$ cat config.mk
export PLATFORM = sky130hd
export DESIGN_NAME = shift_cmd_pipe
export DESIGN_NICKNAME = d
export VERILOG_FILES = /design/src/rtl/shift_pkg.sv /design/src/rtl/shift_cmd_fifo.sv /design/src/rtl/shift_cmd_pipe.sv
export SDC_FILE = /design/constraint.sdc
export NUM_CORES = 1
export LEC_CHECK = 0
export ABC_AREA = 1
export BUFFER_PORTS_ARGS = -buffer_cell sky130_fd_sc_hd__buf_2
export CORE_MARGIN = 1.5
export CORE_UTILIZATION = 40
export DETAILED_ROUTE_END_ITERATION = 10
export GPL_ROUTABILITY_DRIVEN = 1
export PLACE_DENSITY = 0.64
export SYNTH_ARGS = -nofsm -noshare
export SYNTH_HDL_FRONTEND = slang
export SYNTH_SLANG_ARGS = --single-unit
$ cat constraint.sdc
create_clock -name clk -period 7 [get_ports clk]
set_input_delay 0.35 -clock clk [delete_from_list [all_inputs] [get_ports clk]]
set_output_delay 0.35 -clock clk [all_outputs]
set_load 0.005 [all_outputs]
$ cat src/rtl/shift_pkg.sv
// Shared types for the shift command path: shift modes and the packed command word
// carried from the issue FIFO to barrel_shifter.
package shift_pkg;

    localparam int unsigned DSIZE_DEF = 64;
    localparam int unsigned ASIZE_DEF = 6;

    typedef enum logic [1:0] {
        SH_LSL = 2'b00,
        SH_LSR = 2'b01,
        SH_ROL = 2'b10,
        SH_ROR = 2'b11
    } shift_mode_t;

    typedef struct packed {
        shift_mode_t            mode;
        logic [ASIZE_DEF-1:0]   amount;
        logic [DSIZE_DEF-1:0]   data;
    } shift_cmd_t;

endpackage

$ cat src/rtl/shift_cmd_fifo.sv
// Synchronous command FIFO; pointers carry one extra wrap bit so full and empty are distinct.
module shift_cmd_fifo
    import shift_pkg::*;
#(
    parameter int unsigned DEPTH = 4
) (
    input  logic                     clk,
    input  logic                     rst_n,
    input  logic                     push_i,
    input  shift_cmd_t               wdata_i,
    input  logic                     pop_i,
    output logic                     full_o,
    output logic                     empty_o,
    output logic [$clog2(DEPTH):0]   level_o,
    output shift_cmd_t               head_o
);

    localparam int unsigned AW = $clog2(DEPTH);
    localparam logic [AW:0] PtrOne = 1;

    logic [AW:0] wptr_q, wptr_d;
    logic [AW:0] rptr_q, rptr_d;
    shift_cmd_t  mem_q [DEPTH];
    logic        do_push, do_pop;

    assign empty_o = (wptr_q == rptr_q);
    assign full_o  = (wptr_q[AW] != rptr_q[AW]) && (wptr_q[AW-1:0] == rptr_q[AW-1:0]);
    assign level_o = wptr_q - rptr_q;
    assign head_o  = mem_q[rptr_q[AW-1:0]];

    assign do_push = push_i && !full_o;
    assign do_pop  = pop_i && !empty_o;

    always_comb begin
        wptr_d = wptr_q;
        rptr_d = rptr_q;
        if (do_push) wptr_d = wptr_q + PtrOne;
        if (do_pop)  rptr_d = rptr_q + PtrOne;
    end

    always_ff @(posedge clk or negedge rst_n) begin
        if (!rst_n) begin
            wptr_q <= '0;
            rptr_q <= '0;
        end else begin
            wptr_q <= wptr_d;
            rptr_q <= rptr_d;
        end
    end

    // Storage needs no reset: entries are only visible between valid pointers.
    always_ff @(posedge clk) begin
        if (do_push) mem_q[wptr_q[AW-1:0]] <= wdata_i;
    end

endmodule

$ cat src/rtl/shift_cmd_pipe.sv
// Issue stage ahead of barrel_shifter: buffers commands, drives the shifter from the FIFO head
// and registers the shifter output behind a valid/ready result port.
module shift_cmd_pipe
    import shift_pkg::*;
#(
    parameter int unsigned DSIZE = DSIZE_DEF,
    parameter int unsigned ASIZE = ASIZE_DEF,
    parameter int unsigned DEPTH = 4
) (
    input  logic                     clk,
    input  logic                     rst_n,
    input  logic                     cmd_valid,
    output logic                     cmd_ready,
    input  logic [1:0]               cmd_mode,
    input  logic [ASIZE-1:0]         cmd_amount,
    input  logic [DSIZE-1:0]         cmd_data,
    output logic [DSIZE-1:0]         sh_in,
    output logic [ASIZE-1:0]         sh_amount,
    output logic [1:0]               sh_mode,
    input  logic [DSIZE-1:0]         sh_out,
    output logic                     res_valid,
    input  logic                     res_ready,
    output logic [DSIZE-1:0]         res_data,
    output logic [1:0]               res_mode,
    output logic [$clog2(DEPTH):0]   level
);

    logic        full, empty, push, adv;
    shift_cmd_t  wcmd, head;

    logic              res_valid_q, res_valid_d;
    logic [DSIZE-1:0]  res_data_q, res_data_d;
    shift_mode_t       res_mode_q, res_mode_d;

    assign wcmd = '{mode: shift_mode_t'(cmd_mode), amount: cmd_amount, data: cmd_data};

    // cmd_ready looks only at FIFO state, never at res_ready.
    assign cmd_ready = !full;
    assign push      = cmd_valid && !full;
    assign adv       = !empty && (!res_valid_q || res_ready);

    shift_cmd_fifo #(
        .DEPTH (DEPTH)
    ) u_fifo (
        .clk     (clk),
        .rst_n   (rst_n),
        .push_i  (push),
        .wdata_i (wcmd),
        .pop_i   (adv),
        .full_o  (full),
        .empty_o (empty),
        .level_o (level),
        .head_o  (head)
    );

    // An empty FIFO presents a no-op LSL by 0 to the shifter.
    assign sh_in     = empty ? '0 : head.data;
    assign sh_amount = empty ? '0 : head.amount;
    assign sh_mode   = empty ? SH_LSL : head.mode;

    always_comb begin
        res_valid_d = res_valid_q;
        res_data_d  = res_data_q;
        res_mode_d  = res_mode_q;
        if (adv) begin
            res_valid_d = 1'b1;
            res_data_d  = sh_out;
            res_mode_d  = head.mode;
        end else if (res_valid_q && res_ready) begin
            res_valid_d = 1'b0;
        end
    end

    always_ff @(posedge clk or negedge rst_n) begin
        if (!rst_n) begin
            res_valid_q <= 1'b0;
            res_data_q  <= '0;
            res_mode_q  <= SH_LSL;
        end else begin
            res_valid_q <= res_valid_d;
            res_data_q  <= res_data_d;
            res_mode_q  <= res_mode_d;
        end
    end

    assign res_valid = res_valid_q;
    assign res_data  = res_data_q;
    assign res_mode  = res_mode_q;

endmodule

==> results by group <==
CTS
  • Clock Latency Late Sink: about 0.53 ns
  • Post-CTS Hold Fix Bufs: 0
  • CTS root buffer: clkbuf_16
  • Clock-pin slew on the worst setup and hold paths: 0.06 ns
  • H-tree depth: 2
  • Clock Tree Buf Depth: 3
  • CTS Sinks: 361
  • CTS tree: yes
  • Number of buffers created by CTS: 38
  • Post-CTS resize count: 0
  • Post-CTS Repair Setup Buffers: 0

Finish
  • Area growth, synth to finish: 21.31%
  • Share of layout cells above drive strength 1: 24.00%
  • Final Net Count: 1614
  • Finished Layout Cells: 1955

STA
  • Final setup viols: 0
  • RSZ-0062 raised after global routing: false
  • Final worst-path cycle share: 64.01%
  • Peak Freq: between 200 and 250 MHz
  • Worst-Margin Slew: 1.138 ns
  • Hold Vio Cnt, Final: 0
  • Setup tns final: 0 ns
  • Skew final: 0.01816 ns
  • Period minus WS final: around 4.5 ns
  • Rel. slew slack: between 20 and 25%
  • Setup WS post-layout: 2.520 ns
  • Final Max Tran Viols: 0

Synthesis
  • Most frequent cell after synthesis: edfxtp_1
  • Yosys warnings: 0
  • Largest area contributor in the synthesized netlist: edfxtp_1
  • Asr flop ratio synth: 20.22%
  • Cell Area, Synth: 0.01422 sq mm
  • Synth Area per Inst: between 10 and 15 sq um
  • Primary FF master, synth: edfxtp_1
  • Library cells used by synthesis: 20
  • Mapped Cells: 1208
  • Number of flops mapped to enable cells by yosys: roughly 290
  • Syn Nets: 1356
  • Top post-synthesis cells by count: edfxtp_1 (288), nor2_1 (285), nand2_1 (169), o21ai_0 (118)
  • Top area cells in the synthesized netlist: edfxtp_1 (61%), dfrtp_1 (13%), nor2_1 (7.5%), nand2_1 (4.5%), o21ai_0 (4.2%)
  • Share of the synthesized area in the top cell type: 60.80%
  • Flops & latches, synth: 361
  • Seq/Total Area, Yosys: 73.65%

Drt
  • Antenna violation net count after detailed routing: 0
  • DR iter-0 viols: 574
  • Routed len/inst: approximately 18 um
  • Drt via density: 4.959
  • DR pass1 iterations: 4
  • Highest metal used: met5
  • Met2 wire len: roughly 16000 um
  • WL met1: 14980 um
  • Vias: a little under 10000
  • Met3 wire length: 2798 um
  • WL final: 34780 um
  • Remaining DRCs: 0

Setup path
  • Worst-path fanout max: 76
  • Reg2reg setup slack: ~3.0 ns
  • Required @ worst endpoint: 6.65 ns
  • Critical path launch point type: register
  • Worst endpoint data arrival time: 4.13 ns
  • Crit Path Category: register to primary output
  • Reg-to-reg critical path endpoint: u_fifo.mem_q[2][28]
  • R2R Path Start: u_fifo.rptr_q[1]
  • Crit. End Element: primary output
  • R2R cell count: 8

Run status
  • Status: complete, no violations

Global routing
  • Antenna violations before repair: 10
  • Overflow after GRT: 0
  • Largest net degree at the start of global routing: 98
  • Global-route wire length before repair: between 50000 and 60000 um
  • Gr usage total: 18.57%
  • Vias in the first global route: 9428

Job
  • Max_cap viols: 0

Power
  • Switch share: between 30% and 40%
  • PwrDens: a little under 500 mW/mm^2
  • Leakage Power: 7.021 nW
  • Net switching power: 0.003045 W
  • Clock power share: 25.3%
  • Gate power share: 35.7%
  • Internal Power: about 0.0053 W
  • Sequential Power Share: around two fifths
  • Max rail drop VDD: 0.2656 mV

Min path
  • Hold Crit Class: primary input to asynchronous set/reset pin

Place
  • Post-DP HPWL: between 20000 and 25000 um
  • Input/output buffers: 282
  • Post-place setup slack: between 2 and 3 ns
  • GP Congestion: roughly 0.78
  • Placed cells: 1881

Floorplanning
  • Die width: 191.6 um
  • # IOs: 283
  • Die outline height: 191.6 um
  • Starting Density: 40.87%
  • FP Rows: 68
  • Core area: about 0.035 sq mm
  • Die ar.: between 0.03 and 0.04 sq mm
flip-flops by register name (all words and copies together) (netlist names):
register,cells
u_fifo.mem_q,288
res_data,64
u_fifo.rptr_q,3
u_fifo.wptr_q,3
res_mode,2
res_valid,1
metrics by stage:
step / area [sq um] / total power (W) / hold slack, ns / util (%)
global placement: 15930 / 0.006271 / 0.4487 / 45.79
detailed placement: 15930 / 0.006306 / 0.4546 / 45.79
CTS: 17240 / 0.008435 / 0.008282 / 49.55
floorplan: 14220 / 0.005044 / 0.05441 / -
finish: 17250 / 0.008311 / 0.03520 / 49.58
global route: 17250 / 0.008890 / 0.01355 / 49.57
routing by layer:
metal / up-vias / GRT usage, %
li1: 4696 / -
met1: 4606 / 23.73
met2: 327 / 31.33
met3: 53 / 4.860
met4: 12 / 4.958
met5: - / 0
cell type report:
cell class / count / area (sq um)
inverters: 20 / 77.57
flip-flops and latches: 361 / 10480
diodes: 4 / 10.01
clock buffers: 50 / 1017
repair buffers: 292 / 1486
well taps: 455 / 569.3
multi-input cells: 753 / 3318
fillers: 3171 / 17540
clock inverters: 20 / 292.8
worst max-delay path: stages (launching register included):
cell,delay (ns)
dfrtp_4,1.10
inv_2,0.07
ha_1,0.31
nand2_1,0.05
inv_1,0.12
nand2_4,0.40
inv_2,0.68
buf_4,0.53
a21oi_1,0.11
buf_2,0.15
logic make-up after synthesis:
family / Yosys count / share of synthesized area (%)
xor gates and xnor gates: 3 / 0.1848
adders and majority gates: 8 / 0.7565
and+or+nand+nor: 529 / 14.68
buffers and inverters: 94 / 3.237
DFF: 361 / 73.65
AOI/OAI and AO/OA: 213 / 7.495
worst max path at each step:
stage	startpoint	to	slack, ns	cells after the start
finish	u_fifo.rptr_q[1]	sh_in[29]	2.52	9
global route	u_fifo.rptr_q[1]	sh_in[35]	2.21	9
global placement	u_fifo.rptr_q[1]	u_fifo.mem_q[3][28]	2.96	8
CTS	u_fifo.rptr_q[1]	sh_in[23]	2.45	9
floorplan	u_fifo.rptr_q[1]	u_fifo.mem_q[0][0]	1.95	8
detailed placement	u_fifo.rptr_q[1]	u_fifo.mem_q[2][28]	2.92	8
cells in the final DEF (no fill, tap or decap), drive strengths merged:
| cell | instances |
|---|---|
| buf | 292 |
| edfxtp | 288 |
| nor2 | 285 |
| nand2 | 172 |
| o21ai | 140 |
| a21oi | 73 |
| dfrtp | 73 |
| nand3 | 72 |
| clkbuf | 50 |
| inv | 20 |
| clkinv | 13 |
| ha | 7 |
| bufinv | 7 |
| diode | 4 |
| xor2 | 3 |
| fa | 1 |
power by group through the flow:
stage	Combinational, W	Sequential (W)	Clock [W]
6_report	0.00297	0.00324	0.00210
5_1_grt	0.00336	0.00331	0.00223
4_1_cts	0.00303	0.00325	0.00215
3_5_place_dp	0.00302	0.00329	0
3_3_place_gp	0.00300	0.00327	0
2_1_floorplan	0.00185	0.00319	0
Power figures use the tool's default switching activity.
